**config.mk**
```make
export PLATFORM = sky130hd
export DESIGN_NAME = pipe_stage_reg_flat
export DESIGN_NICKNAME = d
export VERILOG_FILES = /design/src/rtl/pipe_stage_reg_if.sv /design/src/rtl/pipe_stage_reg.sv /design/src/flat_wrapper.sv
export SDC_FILE = /design/constraint.sdc
export NUM_CORES = 1
export LEC_CHECK = 0
export BUFFER_PORTS_ARGS = -buffer_cell sky130_fd_sc_hd__buf_2
export CAP_MARGIN = 20
export CORE_ASPECT_RATIO = 0.6
export CORE_MARGIN = 1.5
export CORE_UTILIZATION = 45
export CTS_CLUSTER_SIZE = 12
export DETAILED_ROUTE_END_ITERATION = 8
export HOLD_SLACK_MARGIN = 0.05
export PLACE_DENSITY = 0.8
export RECOVER_POWER = 25
export SLEW_MARGIN = 15
export SYNTH_ARGS = -nofsm -noshare
export SYNTH_HDL_FRONTEND = slang
export SYNTH_SLANG_ARGS = --single-unit
```
**constraint.sdc**
```tcl
create_clock -name clk -period 5 [get_ports clk]
set_input_delay 1 -clock clk [delete_from_list [all_inputs] [get_ports clk]]
set_output_delay 1 -clock clk [all_outputs]
set_load 0.1 [all_outputs]
```
**src/rtl/pipe_stage_reg_if.sv**
```systemverilog
// Bus bundle for pipe_stage_reg: hazard controls, lane payload in/out and,
// with PIPE_PERF_CNT_EN defined, the performance-counter clear and outputs.
interface pipe_stage_reg_if #(
   parameter int unsigned LANES  = 2,
   parameter int unsigned DATA_W = 32,
   parameter int unsigned CTRL_W = 12,
   parameter int unsigned PC_W   = 32,
   parameter int unsigned CNT_W  = 16
);
   logic                     flush_i;
   logic                     stall_i;
   logic                     bubble_i;
   logic [LANES-1:0]         kill_i;
   logic [LANES-1:0]         in_valid;
   logic [LANES*CTRL_W-1:0]  in_ctrl;
   logic [LANES*DATA_W-1:0]  in_data;
   logic [PC_W-1:0]          in_pc;
   logic [LANES-1:0]         out_valid;
   logic [LANES*CTRL_W-1:0]  out_ctrl;
   logic [LANES*DATA_W-1:0]  out_data;
   logic [PC_W-1:0]          out_pc;
   logic                     out_any_valid;

   if (CNT_W < 1) begin : g_bad_cnt_w
      $error("pipe_stage_reg_if: CNT_W must be at least 1");
   end

`ifdef PIPE_PERF_CNT_EN
   logic                     perf_clr_i;
   logic [CNT_W-1:0]         perf_stall_cnt;
   logic [CNT_W-1:0]         perf_bubble_cnt;
   logic [CNT_W-1:0]         perf_flush_cnt;

   modport master (
      output flush_i, stall_i, bubble_i, kill_i, in_valid, in_ctrl, in_data, in_pc, perf_clr_i,
      input  out_valid, out_ctrl, out_data, out_pc, out_any_valid,
             perf_stall_cnt, perf_bubble_cnt, perf_flush_cnt
   );
   modport slave (
      input  flush_i, stall_i, bubble_i, kill_i, in_valid, in_ctrl, in_data, in_pc, perf_clr_i,
      output out_valid, out_ctrl, out_data, out_pc, out_any_valid,
             perf_stall_cnt, perf_bubble_cnt, perf_flush_cnt
   );
`else
   modport master (
      output flush_i, stall_i, bubble_i, kill_i, in_valid, in_ctrl, in_data, in_pc,
      input  out_valid, out_ctrl, out_data, out_pc, out_any_valid
   );
   modport slave (
      input  flush_i, stall_i, bubble_i, kill_i, in_valid, in_ctrl, in_data, in_pc,
      output out_valid, out_ctrl, out_data, out_pc, out_any_valid
   );
`endif
endinterface

```
**src/rtl/pipe_stage_reg.sv**
```systemverilog
// N-lane pipeline stage register with flush > stall > bubble > load priority and
// per-lane kill. Optional saturating event counters under PIPE_PERF_CNT_EN.
module pipe_stage_reg #(
   parameter int unsigned LANES      = 2,
   parameter int unsigned DATA_W     = 32,
   parameter int unsigned CTRL_W     = 12,
   parameter int unsigned PC_W       = 32,
   parameter bit          CLEAR_DATA = 1'b1,
   parameter int unsigned CNT_W      = 16
) (
   input logic             clk,
   input logic             btnc_i,
   pipe_stage_reg_if.slave bus
);
   localparam int unsigned CW = LANES * CTRL_W;
   localparam int unsigned DW = LANES * DATA_W;

   if (LANES < 1 || LANES > 4) begin : g_bad_lanes
      $error("pipe_stage_reg: LANES must be in 1..4");
   end

   logic [LANES-1:0] valid_q, valid_d;
   logic [CW-1:0]    ctrl_q,  ctrl_d;
   logic [DW-1:0]    data_q,  data_d;
   logic [PC_W-1:0]  pc_q,    pc_d;
   logic             any_q,   any_d;
   logic [LANES-1:0] lane_v;
   logic             clear_ev;

   // Bubble shares the flush clearing path but only when the stage is not stalled.
   always_comb begin
      valid_d  = valid_q;
      ctrl_d   = ctrl_q;
      data_d   = data_q;
      pc_d     = pc_q;
      lane_v   = bus.in_valid & ~bus.kill_i;
      clear_ev = bus.flush_i || (!bus.stall_i && bus.bubble_i);
      if (clear_ev) begin
         valid_d = '0;
         ctrl_d  = '0;
         if (CLEAR_DATA) begin
            data_d = '0;
            pc_d   = '0;
         end
      end else if (!bus.stall_i) begin
         valid_d = lane_v;
         data_d  = bus.in_data;
         for (int k = 0; k < int'(LANES); k++) begin
            ctrl_d[k*CTRL_W +: CTRL_W] = lane_v[k] ? bus.in_ctrl[k*CTRL_W +: CTRL_W] : CTRL_W'(0);
         end
         if (|lane_v) begin
            pc_d = bus.in_pc;
         end else if (CLEAR_DATA) begin
            pc_d = '0;
         end
      end
      any_d = |valid_d;
   end

   always_ff @(posedge clk or posedge btnc_i) begin
      if (btnc_i) begin
         valid_q <= '0;
         ctrl_q  <= '0;
         data_q  <= '0;
         pc_q    <= '0;
         any_q   <= 1'b0;
      end else begin
         valid_q <= valid_d;
         ctrl_q  <= ctrl_d;
         data_q  <= data_d;
         pc_q    <= pc_d;
         any_q   <= any_d;
      end
   end

   assign bus.out_valid     = valid_q;
   assign bus.out_ctrl      = ctrl_q;
   assign bus.out_data      = data_q;
   assign bus.out_pc        = pc_q;
   assign bus.out_any_valid = any_q;

`ifdef PIPE_PERF_CNT_EN
   localparam logic [CNT_W-1:0] CNT_MAX = '1;

   logic [CNT_W-1:0] stall_cnt_q, bubble_cnt_q, flush_cnt_q;
   logic             stall_ev, bubble_ev;

   assign stall_ev  = bus.stall_i && !bus.flush_i;
   assign bubble_ev = bus.bubble_i && !bus.stall_i && !bus.flush_i;

   // Each counter tracks only the event that actually won the priority this edge.
   always_ff @(posedge clk or posedge btnc_i) begin
      if (btnc_i) begin
         stall_cnt_q  <= '0;
         bubble_cnt_q <= '0;
         flush_cnt_q  <= '0;
      end else if (bus.perf_clr_i) begin
         stall_cnt_q  <= '0;
         bubble_cnt_q <= '0;
         flush_cnt_q  <= '0;
      end else begin
         if (bus.flush_i && flush_cnt_q != CNT_MAX) flush_cnt_q <= flush_cnt_q + CNT_W'(1);
         if (stall_ev && stall_cnt_q != CNT_MAX) stall_cnt_q <= stall_cnt_q + CNT_W'(1);
         if (bubble_ev && bubble_cnt_q != CNT_MAX) bubble_cnt_q <= bubble_cnt_q + CNT_W'(1);
      end
   end

   assign bus.perf_stall_cnt  = stall_cnt_q;
   assign bus.perf_bubble_cnt = bubble_cnt_q;
   assign bus.perf_flush_cnt  = flush_cnt_q;
`else
   if (CNT_W < 1) begin : g_bad_cnt_w
      $error("pipe_stage_reg: CNT_W must be at least 1");
   end
`endif
endmodule

```
**src/flat_wrapper.sv**
```systemverilog
// flat-port wrapper written by rule: the top's interface ports become plain ports
module pipe_stage_reg_flat 
#(
   parameter int unsigned LANES      = 2,
   parameter int unsigned DATA_W     = 32,
   parameter int unsigned CTRL_W     = 12,
   parameter int unsigned PC_W       = 32,
   parameter bit          CLEAR_DATA = 1'b1,
   parameter int unsigned CNT_W      = 16
)
  (clk, btnc_i, bus_flush_i, bus_stall_i, bus_bubble_i, bus_kill_i, bus_in_valid, bus_in_ctrl, bus_in_data, bus_in_pc, bus_out_valid, bus_out_ctrl, bus_out_data, bus_out_pc, bus_out_any_valid);
  pipe_stage_reg_if #(.LANES(LANES), .DATA_W(DATA_W), .CTRL_W(CTRL_W), .PC_W(PC_W), .CNT_W(CNT_W)) bus_i ();
  input logic clk;
  input logic btnc_i;
  input wire logic [$bits(bus_i.flush_i)-1:0] bus_flush_i;
  input wire logic [$bits(bus_i.stall_i)-1:0] bus_stall_i;
  input wire logic [$bits(bus_i.bubble_i)-1:0] bus_bubble_i;
  input wire logic [$bits(bus_i.kill_i)-1:0] bus_kill_i;
  input wire logic [$bits(bus_i.in_valid)-1:0] bus_in_valid;
  input wire logic [$bits(bus_i.in_ctrl)-1:0] bus_in_ctrl;
  input wire logic [$bits(bus_i.in_data)-1:0] bus_in_data;
  input wire logic [$bits(bus_i.in_pc)-1:0] bus_in_pc;
  output wire logic [$bits(bus_i.out_valid)-1:0] bus_out_valid;
  output wire logic [$bits(bus_i.out_ctrl)-1:0] bus_out_ctrl;
  output wire logic [$bits(bus_i.out_data)-1:0] bus_out_data;
  output wire logic [$bits(bus_i.out_pc)-1:0] bus_out_pc;
  output wire logic [$bits(bus_i.out_any_valid)-1:0] bus_out_any_valid;
  assign bus_i.flush_i = bus_flush_i;
  assign bus_i.stall_i = bus_stall_i;
  assign bus_i.bubble_i = bus_bubble_i;
  assign bus_i.kill_i = bus_kill_i;
  assign bus_i.in_valid = bus_in_valid;
  assign bus_i.in_ctrl = bus_in_ctrl;
  assign bus_i.in_data = bus_in_data;
  assign bus_i.in_pc = bus_in_pc;
  assign bus_out_valid = bus_i.out_valid;
  assign bus_out_ctrl = bus_i.out_ctrl;
  assign bus_out_data = bus_i.out_data;
  assign bus_out_pc = bus_i.out_pc;
  assign bus_out_any_valid = bus_i.out_any_valid;
  pipe_stage_reg #(.LANES(LANES), .DATA_W(DATA_W), .CTRL_W(CTRL_W), .PC_W(PC_W), .CLEAR_DATA(CLEAR_DATA), .CNT_W(CNT_W)) u_core (.clk(clk), .btnc_i(btnc_i), .bus(bus_i));
endmodule
```
==> results of run 1 <==
cells by family (layout without fill, tap and decap cells):
family / count (synthesis) / count (layout)
buffers and inverters: 30 / 290
and+or+nand+nor: 96 / 96
DFF: 123 / 123
muxes: 64 / 64
AOI/OAI and AO/OA: 61 / 61
path summary, 6_finish.rpt:
check	cells past startpoint	to	from
worst max register to register	2	u_core.bus.out_any_valid	u_core.bus.out_valid[0]
min in group asynchronous	2	u_core.bus.out_data[0]	btnc_i
worst max-delay path	5	u_core.bus.out_data[45]	bus_stall_i
worst min-delay path	1	u_core.bus.out_pc[19]	u_core.bus.out_pc[19]
worst min register to register	1	u_core.bus.out_pc[19]	u_core.bus.out_pc[19]
max in group asynchronous	3	u_core.bus.out_ctrl[14]	btnc_i
worst max-delay path, stage by stage:
cell and delay [ns]:
buf_4 0.31, inv_1 0.25, a21o_2 0.74, buf_4 0.52, nor2_1 0.11
report_power, final:
part / switching (mW) / total, mW / internal [mW] / leakage [nW]
combinational: 0.379 / 0.480 / 0.101 / 1.81
clock: 0.428 / 1.24 / 0.808 / 0.285
sequential: 0.0194 / 1.05 / 1.03 / 1.68
total: 0.826 / 2.77 / 1.94 / 3.78
synth_stat cells, drive strengths merged:
master and instances:
clkbuf 6, nor3 1, a21o 1, mux2i 64
dfrtp 123, nor3b 2, a21oi 2, inv 2
a2111oi 1, buf 22, a311oi 1, nor2 91
a22o 32, nand2b 2, a22oi 24
flip-flops by register name, indices dropped and copies added (netlist names):
signal                    count
u_core.bus.out_any_valid      1
u_core.bus.out_data          64
u_core.bus.out_ctrl          24
u_core.bus.out_pc            32
u_core.bus.out_valid          2
per-layer routing:
metal / global-route usage / routed length [um] / up-vias
met5: 0 / 0 / -
li1: - / - / 1799
met3: 0.0726 / 840 / 20
met2: 0.386 / 6320 / 160
met1: 0.289 / 5350 / 1946
met4: 0.0803 / 193 / 0
cell type report:
cell class,count,area (um^2),area share
Multi-Input combinational cell,221,1560,0.232
Timing Repair Buffer,256,1280,0.191
Clock buffer,21,460,0.0688
Clock inverter,11,144,0.0215
Tap cell,135,169,0.0252
Inverter,2,10.0,0.00149
Sequential cell,123,3080,0.460
==> metrics.csv, run 1 <==
metric;value;unit
rows;28;
numCtsBuffers;17;
final_common_cell;buf_2;
crit_type;in2reg;
start_util;0.473;
antenna_found_initial;0;
drv_cap;0;
rsz0062_at_grt;no;
synth_fp_nets;503;
synth-seq-area-share;0.644;
crit_required;5.27;ns
synthMuxAreaShare;0.134;
clk_path_buf_depth;2;
htreeDepth;4;
cts_resized;0;
status;completed;
setup_slack;2.29;ns
drt_drc_violations_left;0;
finalHoldViolCount;0;
period_share;0.541;
drt_iter0_drc;208;
routed-via-count;3925;
yosysWarnings;0;
layout_common_cells;234 x buf_2, 123 x dfrtp_1, 90 x nor2_1, 64 x mux2i_1, 32 x a22o_1;
io_buffers;251;
synth_compound_area_frac;0.108;
netlist_instances;374;
drive_gt1_frac;0.437;
synth_top_area_frac;0.644;
hold_class;reg2reg;
insertion_delay;0.40;ns
synth.distinct_cells;19;
setup_viol;0;
whs;0.494;ns
area_delta_synth_final;40.2;%
synthSimpleGateAreaFrac;0.0809;
drtPass1Iterations;4;
synth.largest_area_cell;dfrtp_1;
die_height;82.8;um
leakagePower;3.78;nW
clock_sinks;123;
antenna_cells;0;
vdd_drop_max;0.000267;V
finalMaxSlewViolations;0;
synth_area_leaders;dfrtp_1 64%, mux2i_1 13%, nor2_1 7.2%, a22o_1 5.9%, a22oi_1 3.8%;
cts-root-buf;clkbuf_16;
place.gp.congestion;0.835;
clk_pin_slew_worst_paths;0.05;ns
grt_max_degree;79;
synth_top_family_by_area;multiplexers;
placed_area;0.00610;mm^2
path_max_fanout;49;
die_area;0.0113;mm^2
grt_pass1_wl;20100;um
wl;12700;um
fin_area;0.00670;mm^2
finalSetupTns;0;ns
pre_cts_slack;1.89;ns
relSlewSlack;0.204;
grt_pass1_vias;4009;
ant_nets;0;
layoutNonFillerInstCount;769;
finalClockSkew;0.000708;ns
overflow;0;
synth-seq-cells;123;
min_period;2.71;ns
vias_per_cell;5.10;
worstSetupEndpointType;flip-flop;
holdBufCountCts;0;
io_pins;252;
reg2reg_slack;4.18;ns
nNetsFinal;750;
synth_xor_area_frac;0;
cts_tree;yes;
power.total;2.77;mW
fill_cells;809;
wl_per_cell;16.5;um
critPathLaunchType;input pin;
fmax;370;MHz
netlist_area;0.00478;mm^2
avgSynthCellArea;12.8;um^2
synthAdderAreaFrac;0;
post_cts_buffers;0;
dpl.hpwl;8990;um
die_w;136;um
grt_util_all_layers;0.233;
dp.cells;736;
worstMarginPinSlew;1.20;ns
p_per_area;413;mW/mm^2
fin_util;0.664;
cp_data_arrival_time;2.97;ns
core_area;0.0101;mm^2
Power figures use the tool's default switching activity.
==> inputs of run 2 (changes only) <==
--- a/config.mk
+++ b/config.mk
@@ -5,15 +5,16 @@
 export SDC_FILE = /design/constraint.sdc
 export NUM_CORES = 1
 export LEC_CHECK = 0
+export ABC_AREA = 1
 export BUFFER_PORTS_ARGS = -buffer_cell sky130_fd_sc_hd__buf_2
 export CAP_MARGIN = 20
 export CORE_ASPECT_RATIO = 0.6
 export CORE_MARGIN = 1.5
-export CORE_UTILIZATION = 45
+export CORE_UTILIZATION = 42
 export CTS_CLUSTER_SIZE = 12
 export DETAILED_ROUTE_END_ITERATION = 8
 export HOLD_SLACK_MARGIN = 0.05
-export PLACE_DENSITY = 0.8
+export PLACE_DENSITY = 0.77
 export RECOVER_POWER = 25
 export SLEW_MARGIN = 15
 export SYNTH_ARGS = -nofsm -noshare
==> constraint.sdc (replaced) <==
create_clock -name clk -period 2.3 [get_ports clk]
set_input_delay 0.46 -clock clk [delete_from_list [all_inputs] [get_ports clk]]
set_output_delay 0.46 -clock clk [all_outputs]
set_load 0.1 [all_outputs]
==> run 2 against run 1 <==
Sequential power increased by 120%. First-iteration DRC count grew 50%. Design area rose by 7.5%. Clock skew rose by 0.0036 ns. Power is 130% higher. Highest routed layer unchanged. Routed wire length rose by 8.0%.
==> metrics.csv, run 2 <==
metric;value;unit;change
status;completed;;
worstSetupStartpoint;u_core.bus.out_ctrl[6];;
reg2reg_from;u_core.bus.out_pc[22];;
p_per_area;900;mW/mm^2;+120%
cts_tree;yes;;
regArea;0.00308;mm^2;unchanged
async_flop_share;1.00;;unchanged
core_area;0.0120;mm^2;+19%
ant_nets;0;;unchanged
fin_area;0.00720;mm^2;+7.5%
finalMaxSlewViolations;0;;unchanged
drive_gt1_frac;0.406;;-0.0311
multi_input_area;0.00183;mm^2;+18%
finalClockSkew;0.00427;ns;+0.00356 ns
post_cts_buffers;0;;unchanged
routed-via-count;4747;;+21%
cp_data_arrival_time;1.21;ns;-1.76 ns
relSlewSlack;0.251;;+0.0477
crit_required;1.84;ns;-3.43 ns
grt_pass1_vias;4166;;+3.9%
dp.cells;967;;+31%
finalSetupTns;0;ns;unchanged
synth.most_common_cell;nand2_1;;
final_common_cell;buf_2;;
synthTopCellsByCount;228 x nand2_1, 123 x dfrtp_1, 112 x a21oi_1, 32 x or2_2, 24 x nand3_1;;
cp_num_buf_inv;1;;-2
synth_edf_count;0;;unchanged
clock_sinks;123;;unchanged
die_w;146;um;+7.6%
crit_slowest_cell;buf_2;;
path_max_fanout;2;;-96%
leakagePower;3.91;nW;+3.4%
io_pins;252;;unchanged
drtPass1Iterations;4;;unchanged
overflow;0;;unchanged
largest_reg_flops;64;;unchanged
holdBufCountCts;0;;unchanged
grt_pass1_wl;21400;um;+6.4%
clk_pin_slew_worst_paths;0.06;ns;about the same
cts_resized;0;;unchanged
die_height;89.0;um;+7.4%
synth.distinct_cells;14;;-5
drv_cap;0;;unchanged
io_buffers;251;;unchanged
netlist_instances;583;;+56%
rsz0062_at_grt;no;;
synth_fp_nets;712;;+42%
grt_util_all_layers;0.208;;-0.0249
period_share;0.727;;
netlist_area;0.00517;mm^2;+8.3%
path_delay_family;buffers and inverters;;
worstSetupEndpointType;output port;;
htreeDepth;4;;unchanged
drt_drc_violations_left;0;;unchanged
insertion_delay;0.39;ns;about the same
dpl.hpwl;9120;um;+1.4%
fmax;598;MHz;
nNetsFinal;950;;+27%
yosysWarnings;0;;unchanged
avgSynthCellArea;8.87;um^2;-31%
antenna_cells;0;;unchanged
crit_type;reg2out;;
layoutNonFillerInstCount;998;;+30%
wl;13700;um;+8.0%
finalHoldViolCount;0;;unchanged
fin_util;0.599;;-0.0648
clk_path_buf_depth;2;;unchanged
hold_class;in2async;;
layout_common_cells;251 x buf_2, 228 x nand2_1, 123 x dfrtp_1, 112 x a21oi_1, 32 x or2_2;;
placed_area;0.00656;mm^2;+7.7%
area_delta_synth_final;39.2;%;
cts-root-buf;clkbuf_16;;
slowest_delay;0.44;ns;-0.30 ns
drt_iter0_drc;311;;+50%
synth_top_area_frac;0.595;;-0.0494
place.gp.congestion;0.810;;-3.0%
synth.largest_area_cell;dfrtp_1;;
reg2reg_slack;1.38;ns;-2.80 ns
vias_per_cell;4.76;;-6.8%
synth_ff_type;dfrtp_1;;
die_area;0.0130;mm^2;+16%
critPathLaunchType;flip-flop;;
grt_max_degree;91;;+15%
vdd_drop_max;0.000463;V;+73%
antenna_found_initial;0;;unchanged
rows;31;;+11%
synth-seq-area-share;0.595;;-0.0494
synth-seq-cells;123;;unchanged
fill_cells;1050;;+30%
setup_viol;0;;unchanged
cp_cell_sequence;buf_2;;
numCtsBuffers;17;;unchanged
whs;0.195;ns;-0.299 ns
worstMarginPinSlew;1.12;ns;-0.0767 ns
min_period;1.67;ns;
wl_per_cell;13.8;um;-17%
synth_area_leaders;dfrtp_1 59%, nand2_1 17%, a21oi_1 11%, or2_2 3.9%, nand3_1 2.3%;;
start_util;0.430;;-0.0432
## run 2: changes by cell type in the layout (fill, tap and decap cells not counted), sizes merged, moves of 8 or more
cell | before | now
a21oi | 2 | 121
a22o | 32 | 0
a22oi | 24 | 0
buf | 240 | 262
clkbuf | 37 | 19
inv | 2 | 10
mux2i | 64 | 0
nand2 | 0 | 228
nand3 | 0 | 24
nor2 | 91 | 2
or2 | 0 | 32
## run 2: layer usage
metal | vias to the layer above | share of wire | GRT usage | wire [um]
li1 | 2346 | - | - | -
met1 | 2226 | 0.48 | 0.295 | 6520
met2 | 166 | 0.45 | 0.314 | 6200
met3 | 9 | 0.066 | 0.0536 | 908
met4 | 0 | 0.0066 | 0.0716 | 90
met5 | - | 0 | 0 | 0
## run 2: path summary, 6_finish.rpt
check                                                to  depth (start not counted)
min in group clk                  u_core.bus.out_pc[17]                          3
worst min register to register   u_core.bus.out_ctrl[5]                          2
max in group asynchronous       u_core.bus.out_ctrl[13]                          3
worst min-delay path              u_core.bus.out_pc[21]                          3
worst max-delay path                    bus_out_ctrl[6]                          1
worst max register to register    u_core.bus.out_pc[22]                          3
## run 2: layout make-up
type | instances | area share
Timing Repair Buffer | 263 | 0.194
Sequential cell | 123 | 0.427
Clock inverter | 13 | 0.0299
Tap cell | 165 | 0.0287
Clock buffer | 18 | 0.0610
Multi-Input combinational cell | 407 | 0.254
Inverter | 9 | 0.00521
## run 2: logic make-up (layout without fill, tap and decap cells)
family,Yosys count,in the layout,synth area share
AO/OA/AOI/OAI,121,121,0.125
flip-flops,123,123,0.595
buffers and inverters,53,303,0.0513
AND/OR/NAND/NOR,286,286,0.229
## run 2: metrics by stage
stage                     total power [mW]  setup WS (ns)
after detailed placement              3.59          0.569
after CTS                             6.55          0.612
after global routing                  6.71          0.591
after global placement                3.58          0.623
after floorplan                       3.30          0.329
final                                 6.48          0.627
## run 2: worst register-to-register path, stage by stage (launching register included)
cell	delay, ns
dfrtp_1	0.38
or2_2	0.30
nand2_1	0.07
a21oi_1	0.04
## run 2: power by group
group	switching [mW]	internal (mW)	leakage [nW]
sequential	0.0446	2.25	1.67
combinational	0.995	0.251	1.92
clock	0.979	1.96	0.317
==> inputs of run 3 (changes only) <==
--- a/config.mk
+++ b/config.mk
@@ -10,11 +10,11 @@
 export CAP_MARGIN = 20
 export CORE_ASPECT_RATIO = 0.6
 export CORE_MARGIN = 1.5
-export CORE_UTILIZATION = 42
+export CORE_UTILIZATION = 46
 export CTS_CLUSTER_SIZE = 12
 export DETAILED_ROUTE_END_ITERATION = 8
 export HOLD_SLACK_MARGIN = 0.05
-export PLACE_DENSITY = 0.77
+export PLACE_DENSITY = 0.8
 export RECOVER_POWER = 25
 export SLEW_MARGIN = 15
 export SYNTH_ARGS = -nofsm -noshare
==> constraint.sdc (replaced) <==
create_clock -name clk -period 1.6 [get_ports clk]
set_input_delay 0.32 -clock clk [delete_from_list [all_inputs] [get_ports clk]]
set_output_delay 0.32 -clock clk [all_outputs]
set_load 0.1 [all_outputs]
==> run 3 against run 2 <==
The run now ends with DRC left. First-iteration DRC count is the same. Register-to-register slack got worse by 0.72 ns. Critical path depth is the same. Combinational power increased by 46%. Sequential power is 44% higher. Highest routed layer unchanged. Design area about the same. Worst hold slack got worse by 0.045 ns.
==> metrics.csv, run 3 (synthesized netlist as in run 2, its figures left out) <==
metric;value;unit;change
status;complete, but fails checks;;
violations;DRC;;
dpl.hpwl;10200;um;+11%
grt_util_all_layers;0.259;;+0.0514
cp_cell_sequence;buf_2;;
setup_viol;0;;unchanged
setup_slack;0.0600;ns;-0.567 ns
holdBufCountCts;0;;unchanged
htreeDepth;4;;unchanged
clock_sinks;123;;unchanged
finalHoldViolCount;0;;unchanged
routed-via-count;4900;;+3.2%
grt_max_degree;91;;unchanged
drive_gt1_frac;0.405;;-0.00120
cp_data_arrival_time;1.22;ns;about the same
crit_type;reg2out;;
ant_nets;0;;unchanged
finalClockSkew;0.00695;ns;+0.00268 ns
overflow;0;;unchanged
drt_drc_violations_left;15;;+15
grt_pass1_wl;24400;um;+14%
grt_pass1_vias;5013;;+20%
slowest_delay;0.44;ns;about the same
wl;14800;um;+7.5%
post_cts_buffers;0;;unchanged
area_delta_synth_final;39.1;%;about the same
worstMarginPinSlew;1.25;ns;+0.123 ns
fin_area;0.00719;mm^2;about the same
path_delay_family;buffers and inverters;;
period_share;0.962;;
cts_resized;0;;unchanged
rows;29;;-6.5%
wl_per_cell;15.2;um;+10%
cts_tree;yes;;
vias_per_cell;5.04;;+6.0%
p_per_area;1300;mW/mm^2;+44%
leakagePower;3.91;nW;+0.18%
clk_pin_slew_worst_paths;0.06;ns;about the same
hold_class;in2reg;;
pre_cts_slack;0.225;ns;-0.344 ns
antenna_cells;0;;unchanged
placed_area;0.00656;mm^2;about the same
die_w;140;um;-4.4%
fmax;649;MHz;
io_buffers;251;;unchanged
die_area;0.0119;mm^2;-8.5%
critPathLaunchType;flip-flop;;
crit_required;1.28;ns;-0.56 ns
fill_cells;880;;-16%
final_common_cell;buf_2;;
drtPass1Iterations;7;;+3
clk_path_buf_depth;2;;unchanged
cts-root-buf;clkbuf_16;;
drt_iter0_drc;311;;unchanged
cp_num_buf_inv;1;;unchanged
numCtsBuffers;17;;unchanged
rsz0062_at_grt;no;;
largest_reg_flops;64;;unchanged
crit_slowest_cell;buf_2;;
finalMaxSlewViolations;0;;unchanged
layout_common_cells;251 x buf_2, 228 x nand2_1, 123 x dfrtp_1, 112 x a21oi_1, 32 x or2_2;;
power.total;9.33;mW;+44%
fin_util;0.670;;+0.0710
whs;0.150;ns;-0.0452 ns
antenna_found_initial;0;;unchanged
place.gp.congestion;0.813;;+0.40%
min_period;1.54;ns;
path_max_fanout;2;;unchanged
insertion_delay;0.40;ns;about the same
io_pins;252;;unchanged
worstSetupEndpointType;output port;;
drv_cap;0;;unchanged
nNetsFinal;949;;-0.11%
core_area;0.0107;mm^2;-11%
vdd_drop_max;0.000959;V;+110%
die_height;85.2;um;-4.3%
relSlewSlack;0.170;;-0.0818
start_util;0.482;;+0.0514
-- run 3: cell count changes in the layout (fill, tap and decap cells not counted), moves of 2 or more --
cell,change
buf_4,-5
clkinv_4,-3
buf_12,+3
clkinv_2,+3
inv_6,-2
-- run 3: report_power, final --
| part | leakage (nW) | switching, mW | internal [mW] |
|---|---|---|---|
| Combinational | 1.93 | 1.44 | 0.373 |
| Clock | 0.316 | 1.36 | 2.84 |
| Sequential | 1.67 | 0.0674 | 3.24 |
-- run 3: metal layers --
| metal | part of all wire | vias to the layer above | GRT usage |
|---|---|---|---|
| met3 | 0.081 | 30 | 0.0807 |
| met1 | 0.40 | 2319 | 0.321 |
| met2 | 0.49 | 209 | 0.436 |
| met5 | 0 | - | 0 |
| li1 | - | 2342 | - |
| met4 | 0.022 | 0 | 0.0938 |
-- run 3: path summary, 6_finish.rpt --
kind	cells after the start	start	slack (ns)	to
max reg2reg	3	u_core.bus.out_pc[8]	0.66	u_core.bus.out_pc[8]
max in group asynchronous	3	btnc_i	0.40	u_core.bus.out_pc[15]
max	1	u_core.bus.out_data[39]	0.06	bus_out_data[39]
min	3	bus_in_pc[5]	0.15	u_core.bus.out_pc[5]
min in group asynchronous	3	btnc_i	0.20	u_core.bus.out_data[8]
min reg2reg	2	u_core.bus.out_data[58]	0.52	u_core.bus.out_data[58]
-- run 3: area by class of cell --
class,instances,area [um^2],area share
repair buffers,262,1420,0.198
inverters,9,37.5,0.00522
clock inverters,12,194,0.0270
well taps,139,174,0.0242
clock buffers,20,457,0.0635
flip-flops and latches,123,3080,0.428
multi-input cells,407,1830,0.254
-- run 3: through the flow --
| step | std cells | setup TNS [ns] |
|---|---|---|
| 2_1_floorplan | 583 | -28.45 |
| 3_3_place_gp | 940 | 0 |
| 3_5_place_dp | 940 | 0 |
| 4_1_cts | 972 | 0 |
| 5_1_grt | 972 | 0 |
| 6_report | 972 | 0 |
